File: config.mk
export PLATFORM = sky130hd
export DESIGN_NAME = ps2_keyboard
export DESIGN_NICKNAME = d
export VERILOG_FILES = /design/src/rtl/ps2_pkg.sv /design/src/rtl/ps2_rx_frame.sv /design/src/rtl/ps2_keyboard.sv
export SDC_FILE = /design/constraint.sdc
export NUM_CORES = 1
export LEC_CHECK = 0
export ABC_AREA = 0
export BUFFER_PORTS_ARGS = -buffer_cell sky130_fd_sc_hd__buf_4
export CORE_ASPECT_RATIO = 1.1
export CORE_MARGIN = 5
export CORE_UTILIZATION = 39
export DETAILED_ROUTE_END_ITERATION = 10
export GPL_ROUTABILITY_DRIVEN = 0
export GPL_TIMING_DRIVEN = 0
export HOLD_SLACK_MARGIN = 0.02
export PLACE_DENSITY = 0.65
export RECOVER_POWER = 25
export SYNTH_ARGS = -nofsm -noshare
export SYNTH_HDL_FRONTEND = slang
export SYNTH_HIERARCHICAL = 1
export SYNTH_SLANG_ARGS = --single-unit
File: constraint.sdc
create_clock -name clk -period 1.9 [get_ports clk]
set_clock_uncertainty 0.2 [all_clocks]
set_input_delay 0.38 -clock clk [delete_from_list [all_inputs] [get_ports clk]]
set_output_delay 0.38 -clock clk [all_outputs]
set_load 0.005 [all_outputs]
File: src/rtl/ps2_pkg.sv
// ps2_pkg: constants and types shared by the PS/2 keyboard receiver.
//   PS2_EXT / PS2_BRK : prefix byte values folded into event flags
//   EXT_BIT / BRK_BIT : flag positions inside the 10-bit event word
//   ps2_state_e       : frame deserialiser states
package ps2_pkg;

    localparam logic [7:0] PS2_EXT = 8'hE0;
    localparam logic [7:0] PS2_BRK = 8'hF0;

    localparam int EXT_BIT = 9;
    localparam int BRK_BIT = 8;

    typedef enum logic [1:0] {
        ST_IDLE   = 2'd0,
        ST_DATA   = 2'd1,
        ST_PARITY = 2'd2,
        ST_STOP   = 2'd3
    } ps2_state_e;

endpackage

File: src/rtl/ps2_rx_frame.sv
// ps2_rx_frame: synchronises the PS/2 lines, detects ps2_clk falling edges
// and deserialises 11-bit frames (start, 8 data LSB-first, parity, stop).
// Ports:
//   clk, rst        system clock, synchronous active-high reset
//   ps2_clk         asynchronous PS/2 clock
//   ps2_data        asynchronous PS/2 data
//   byte_valid      1-cycle pulse, frame with good stop bit completed
//   byte_data[7:0]  received byte, valid while byte_valid is high
module ps2_rx_frame
    import ps2_pkg::*;
#(
    parameter int TIMEOUT_CYCLES = 200000
) (
    input  logic       clk,
    input  logic       rst,
    input  logic       ps2_clk,
    input  logic       ps2_data,
    output logic       byte_valid,
    output logic [7:0] byte_data
);

    localparam int CW = $clog2(TIMEOUT_CYCLES + 1);
    localparam logic [CW-1:0] TO_LAST = CW'(TIMEOUT_CYCLES - 1);

    logic          r_clk_s1;
    logic          r_clk_s2;
    logic          r_clk_prev;
    logic          r_data_s1;
    logic          r_data_s2;
    ps2_state_e    r_state;
    logic [2:0]    r_bit_cnt;
    logic [7:0]    r_shift;
    logic [CW-1:0] r_to_cnt;
    logic          w_fall;

    assign w_fall = r_clk_prev & ~r_clk_s2;

    // Completion is decoded straight from the stop-bit edge so the top can
    // register the event one cycle later without another pipeline stage.
    assign byte_valid = (r_state == ST_STOP) && w_fall && r_data_s2;
    assign byte_data  = r_shift;

    // Synchronisers, edge history, frame FSM and inter-edge timeout.
    always_ff @(posedge clk) begin
        if (rst) begin
            r_clk_s1   <= 1'b1;
            r_clk_s2   <= 1'b1;
            r_clk_prev <= 1'b1;
            r_data_s1  <= 1'b1;
            r_data_s2  <= 1'b1;
            r_state    <= ST_IDLE;
            r_bit_cnt  <= 3'd0;
            r_shift    <= 8'h00;
            r_to_cnt   <= '0;
        end else begin
            r_clk_s1   <= ps2_clk;
            r_clk_s2   <= r_clk_s1;
            r_clk_prev <= r_clk_s2;
            r_data_s1  <= ps2_data;
            r_data_s2  <= r_data_s1;

            case (r_state)
                ST_IDLE: begin
                    if (w_fall && !r_data_s2) begin
                        r_bit_cnt <= 3'd0;
                        r_state   <= ST_DATA;
                    end
                end
                ST_DATA: begin
                    if (w_fall) begin
                        r_shift   <= {r_data_s2, r_shift[7:1]};
                        r_bit_cnt <= r_bit_cnt + 3'd1;
                        if (r_bit_cnt == 3'd7) begin
                            r_state <= ST_PARITY;
                        end
                    end
                end
                ST_PARITY: begin
                    // Parity is consumed but deliberately not checked.
                    if (w_fall) begin
                        r_state <= ST_STOP;
                    end
                end
                ST_STOP: begin
                    if (w_fall) begin
                        r_state <= ST_IDLE;
                    end
                end
                default: begin
                    r_state <= ST_IDLE;
                end
            endcase

            // Timeout overrides the FSM update above when it expires.
            if (r_state == ST_IDLE) begin
                r_to_cnt <= '0;
            end else if (w_fall) begin
                r_to_cnt <= '0;
            end else if (r_to_cnt == TO_LAST) begin
                r_to_cnt <= '0;
                r_state  <= ST_IDLE;
            end else begin
                r_to_cnt <= r_to_cnt + {{(CW-1){1'b0}}, 1'b1};
            end
        end
    end

endmodule

File: src/rtl/ps2_keyboard.sv
// ps2_keyboard: PS/2 keyboard receiver producing decoded key events.
// Ports:
//   clk, rst        system clock, synchronous active-high reset
//   ps2_clk         asynchronous PS/2 clock
//   ps2_data        asynchronous PS/2 data
//   data_out[9:0]   {extended, break, scan code}, holds until next event
//   ready           1-cycle strobe marking a new data_out
module ps2_keyboard
    import ps2_pkg::*;
#(
    parameter int TIMEOUT_CYCLES = 200000
) (
    input  logic       clk,
    input  logic       rst,
    input  logic       ps2_clk,
    input  logic       ps2_data,
    output logic [9:0] data_out,
    output logic       ready
);

    logic       w_byte_valid;
    logic [7:0] w_byte;
    logic       r_ext;
    logic       r_brk;
    logic [9:0] r_data_out;
    logic       r_ready;

    ps2_rx_frame #(
        .TIMEOUT_CYCLES(TIMEOUT_CYCLES)
    ) u_rx (
        .clk       (clk),
        .rst       (rst),
        .ps2_clk   (ps2_clk),
        .ps2_data  (ps2_data),
        .byte_valid(w_byte_valid),
        .byte_data (w_byte)
    );

    assign data_out = r_data_out;
    assign ready    = r_ready;

    // Prefix folding: E0/F0 only arm flags, any other byte emits an event.
    always_ff @(posedge clk) begin
        if (rst) begin
            r_ext      <= 1'b0;
            r_brk      <= 1'b0;
            r_data_out <= 10'h000;
            r_ready    <= 1'b0;
        end else begin
            r_ready <= 1'b0;
            if (w_byte_valid) begin
                if (w_byte == PS2_EXT) begin
                    r_ext <= 1'b1;
                end else if (w_byte == PS2_BRK) begin
                    r_brk <= 1'b1;
                end else begin
                    r_data_out[EXT_BIT] <= r_ext;
                    r_data_out[BRK_BIT] <= r_brk;
                    r_data_out[7:0]     <= w_byte;
                    r_ready             <= 1'b1;
                    r_ext               <= 1'b0;
                    r_brk               <= 1'b0;
                end
            end else begin
                r_ready <= 1'b0;
            end
        end
    end

endmodule

==> PnR_summary.wiki <==
{| class="wikitable"
! Metric !! Value
|-
| Antenna violations before repair || 0
|-
| Average size of a mapped cell || 9.02 um^2
|-
| Utilization of the core after routing || 46.9%
|-
| Total wire length after detailed routing || 3820 um
|-
| Top fanout value on the critical path || 6
|-
| Count of buffers inserted at the top-level ports || 14
|-
| Die Width || 79.4 um
|-
| Proportion of register bits with asynchronous set or reset after synthesis || 0%
|-
| Kind of launch point of the worst setup path || flip-flop
|-
| Outcome || complete, no violations
|-
| Number of antenna repair diodes || 0
|-
| Setup Total Neg Slack || 0 ns
|-
| Count of buffering cells on the critical path with inverters included || 0
|-
| Core outline area || 5070 um^2
|-
| Portion of the clock cycle consumed by the worst path in the final layout || 95.0%
|-
| Height of the chip || 86.3 um
|-
| Number of hold-repair buffers added at the cts stage || 0
|-
| Final Hold Vio Count || 0
|-
| RSZ-0062 raised after global routing || true
|-
| Library cell used as clock root buffer || sky130_fd_sc_hd__clkbuf_8
|-
| Wire length of the first global-routing pass || 6900 um
|-
| Max VDD drop || 407 uV
|-
| Synthesized netlist net count || 236
|-
| Minimum clock period after layout || 1.80 ns
|-
| Max cap viols || 0
|-
| Reg-to-reg endpoint || u_rx/r_to_cnt[16]$_SDFF_PP0_
|-
| Clock tree buffer depth || 2
|-
| Highest clock rate || 554 MHz
|-
| Number of instances in the synthesized netlist || 229
|-
| Total setup violations reported at the end of the flow || 0
|-
| Initial standard-cell utilization of the core || 40.7%
|-
| EDFF count, synth || 0
|-
| Max-slew headroom at the worst pin || 71.6%
|-
| Die area || 6850 um^2
|-
| Ports || 15
|-
| Leading cell type in the layout, fill and taps excluded || sky130_fd_sc_hd__dfxtp_1
|-
| Most area-hungry cell type in the Yosys netlist || sky130_fd_sc_hd__dfxtp_1
|-
| Via count of the first global-routing pass || 1,535
|-
| Maximum number of pins on one net before global-route repair || 17
|-
| Top delay family on crit path || simple AND/OR/NAND/NOR gates
|-
| Via density per instance || 5.16
|-
| Antenna-violating nets left || 0
|-
| Total vias in the final route || 1,605
|-
| Ranking of synthesized cells by area || sky130_fd_sc_hd__dfxtp_1, sky130_fd_sc_hd__nand2_1, sky130_fd_sc_hd__xnor2_1, sky130_fd_sc_hd__nor2_1, sky130_fd_sc_hd__a21oi_1
|-
| Maximum cell stage delay along the critical path || 0.42 ns
|-
| Setup crit end || u_rx/r_to_cnt[16]$_SDFF_PP0_
|-
| TritonCTS Sinks || 49
|-
| Worst-skew pair later-pin latency || 0.31 ns
|-
| Count of fill cells added during filler insertion || 508
|-
| Crit. End Element || flip-flop
|-
| Fraction of layout instances using a drive strength above 1 || 21.3%
|-
| Sequential fraction of the synthesis area || 47.5%
|-
| Count of different cell masters after synthesis || 40
|-
| Number of placement rows || 27
|-
| Number of warnings issued by yosys || 6
|-
| Path type of the worst min-delay path || input port to flip-flop
|-
| Total half-perimeter wirelength after legalization and detailed placement || 2720 um
|-
| Area fraction of the dominant cell type after synthesis || 47.5%
|-
| FF-to-FF path depth || 5
|-
| Worst endpoint data arrival time || 1.79 ns
|-
| Detail-routed net length per standard cell || 12.3 um
|-
| Worst path depth || 5
|-
| Power per cell area || 706 nW/um^2
|-
| Number of DRC violations after detailed-routing iteration 0 || 74
|-
| Cells along the critical path || ha_2 -> nand4_1 -> nor4b_1 -> xnor2_1 -> nor2_1
|-
| Worst setup path start || u_rx/r_to_cnt[0]$_SDFF_PP0_
|-
| Worst R2R Start || u_rx/r_to_cnt[0]$_SDFF_PP0_
|-
| Congestion Overflow GR || 0
|-
| CTS Buf Count || 5
|-
| Worst hold slack || 0.0648 ns
|-
| Setup slack of the worst register-to-register path || 0.1 ns
|-
| Summed instance area of the synthesized netlist || 2060 um^2
|-
| Master of the slowest instance on the critical path || sky130_fd_sc_hd__nor4b_1
|-
| # H-tree levels || 2
|-
| Clock transition at the registers of the reported paths || 0.09 ns
|-
| Top library cells by usage in the layout, fill and taps aside || sky130_fd_sc_hd__dfxtp_1, sky130_fd_sc_hd__nand2_1, sky130_fd_sc_hd__nor2_1
|-
| Synthesized flop and latch total || 49
|-
| Setup CP Type || flip-flop to flip-flop
|-
| Total routing resource utilization after global routing || 12.4%
|-
| Layout net count || 259
|-
| Area of all sequential standard cells || 985 um^2
|-
| Syn-to-layout area delta || 15.2%
|-
| Required arrival time at the worst endpoint || 1.88 ns
|-
| Standby leakage power || 0.786 nW
|-
| Pre-Repair DR Iteration Count || 4
|-
| Number of pins exceeding their max-slew limit in the final report || 0
|-
| Most used flip-flop cell after synthesis || sky130_fd_sc_hd__dfxtp_1
|-
| CTS tree || yes
|-
| Area of combinational cells with multiple inputs || 1030 um^2
|-
| Post-route DRC || 0
|-
| Transition time of the tightest slew-check pin || 0.426 ns
|}
## logic make-up after synthesis
logic type	synth area share, %
DFF	47.5
xor gates and xnor gates	6.36
AOI/OAI and AO/OA	9.45
muxes	2.42
buffers and inverters	3.76
and+or+nand+nor	28.7
adders and majority gates	1.82
## where the power goes
| part | internal (mW) | switching (mW) | leakage, nW |
|---|---|---|---|
| Clock | 0.262 | 0.353 | 0.0481 |
| Sequential | 1.03 | 0.00318 | 0.397 |
| Combinational | 0.0112 | 0.0199 | 0.341 |
## final cells by class
class / instances / share of cell area [%]
Clock inverter: 3 / 0.947
Tap cell: 58 / 3.05
Inverter: 7 / 1.10
Sequential cell: 49 / 41.4
Buffer: 8 / 2.05
Clock buffer: 5 / 2.89
Multi-Input combinational cell: 164 / 43.3
Timing Repair Buffer: 17 / 5.21
## repair_timing
| item | 4_1_cts | 5_1_grt |
|---|---|---|
| setup buffers | 1 | 2 |
| gates resized for setup | 8 | 3 |
| setup endpoints to repair | 27 | 19 |
| pin swaps | 1 | 2 |
## stage by stage
step           setup WS, ns  cell area [um^2]  cells  power (mW)
2_1_floorplan        0.0487              2060    229        1.08
3_3_place_gp         -0.334              2240    301        1.09
3_5_place_dp         -0.357              2240    301        1.09
4_1_cts              0.0253              2360    309        1.71
5_1_grt            -0.00866              2380    311        1.76
6_report             0.0959              2380    311        1.68
## layer usage
metal  wire length (um)  global-route usage, %  vias up
li1                   -                      -      834
met1               1770                   14.9      745
met2               1830                   21.4       20
met3                147                   3.12        6
met4                 60                   4.69        0
met5                  0                      0        -
## registers in the layout, indices dropped and copies added (netlist names), 2 cells and up
name	flops
data_out	10
u_rx/byte_data	8
u_rx/r_to_cnt	18
u_rx/r_state	2
u_rx/r_bit_cnt	3
## synth_stat cells (3+ instances only)
library cell / number
sky130_fd_sc_hd__a21oi_1: 15
sky130_fd_sc_hd__or2_2: 5
sky130_fd_sc_hd__mux2i_1: 5
sky130_fd_sc_hd__nor3_1: 6
sky130_fd_sc_hd__dfxtp_1: 49
sky130_fd_sc_hd__clkbuf_1: 5
sky130_fd_sc_hd__ha_1: 3
sky130_fd_sc_hd__inv_1: 7
sky130_fd_sc_hd__o22ai_1: 4
sky130_fd_sc_hd__xor2_1: 3
sky130_fd_sc_hd__nand3_1: 6
sky130_fd_sc_hd__xnor2_1: 12
sky130_fd_sc_hd__nand2_1: 39
sky130_fd_sc_hd__nor2_1: 25
sky130_fd_sc_hd__nand4_1: 9
## how the worst min path moves through the flow
| stage | start | end | slack (ns) | cells after the start |
|---|---|---|---|---|
| after floorplan | u_rx/r_clk_s1$_SDFF_PP1_ | u_rx/r_clk_s2$_SDFF_PP1_ | 0.19 | 1 |
| after global placement | u_rx/r_clk_s1$_SDFF_PP1_ | u_rx/r_clk_s2$_SDFF_PP1_ | 0.19 | 1 |
| after detailed placement | u_rx/r_data_s1$_SDFF_PP1_ | u_rx/r_data_s2$_SDFF_PP1_ | 0.19 | 1 |
| after CTS | ps2_clk | u_rx/r_clk_s1$_SDFF_PP1_ | 0.05 | 2 |
| after global routing | ps2_clk | u_rx/r_clk_s1$_SDFF_PP1_ | 0.06 | 2 |
| final | ps2_clk | u_rx/r_clk_s1$_SDFF_PP1_ | 0.06 | 2 |
Power figures use the tool's default switching activity.
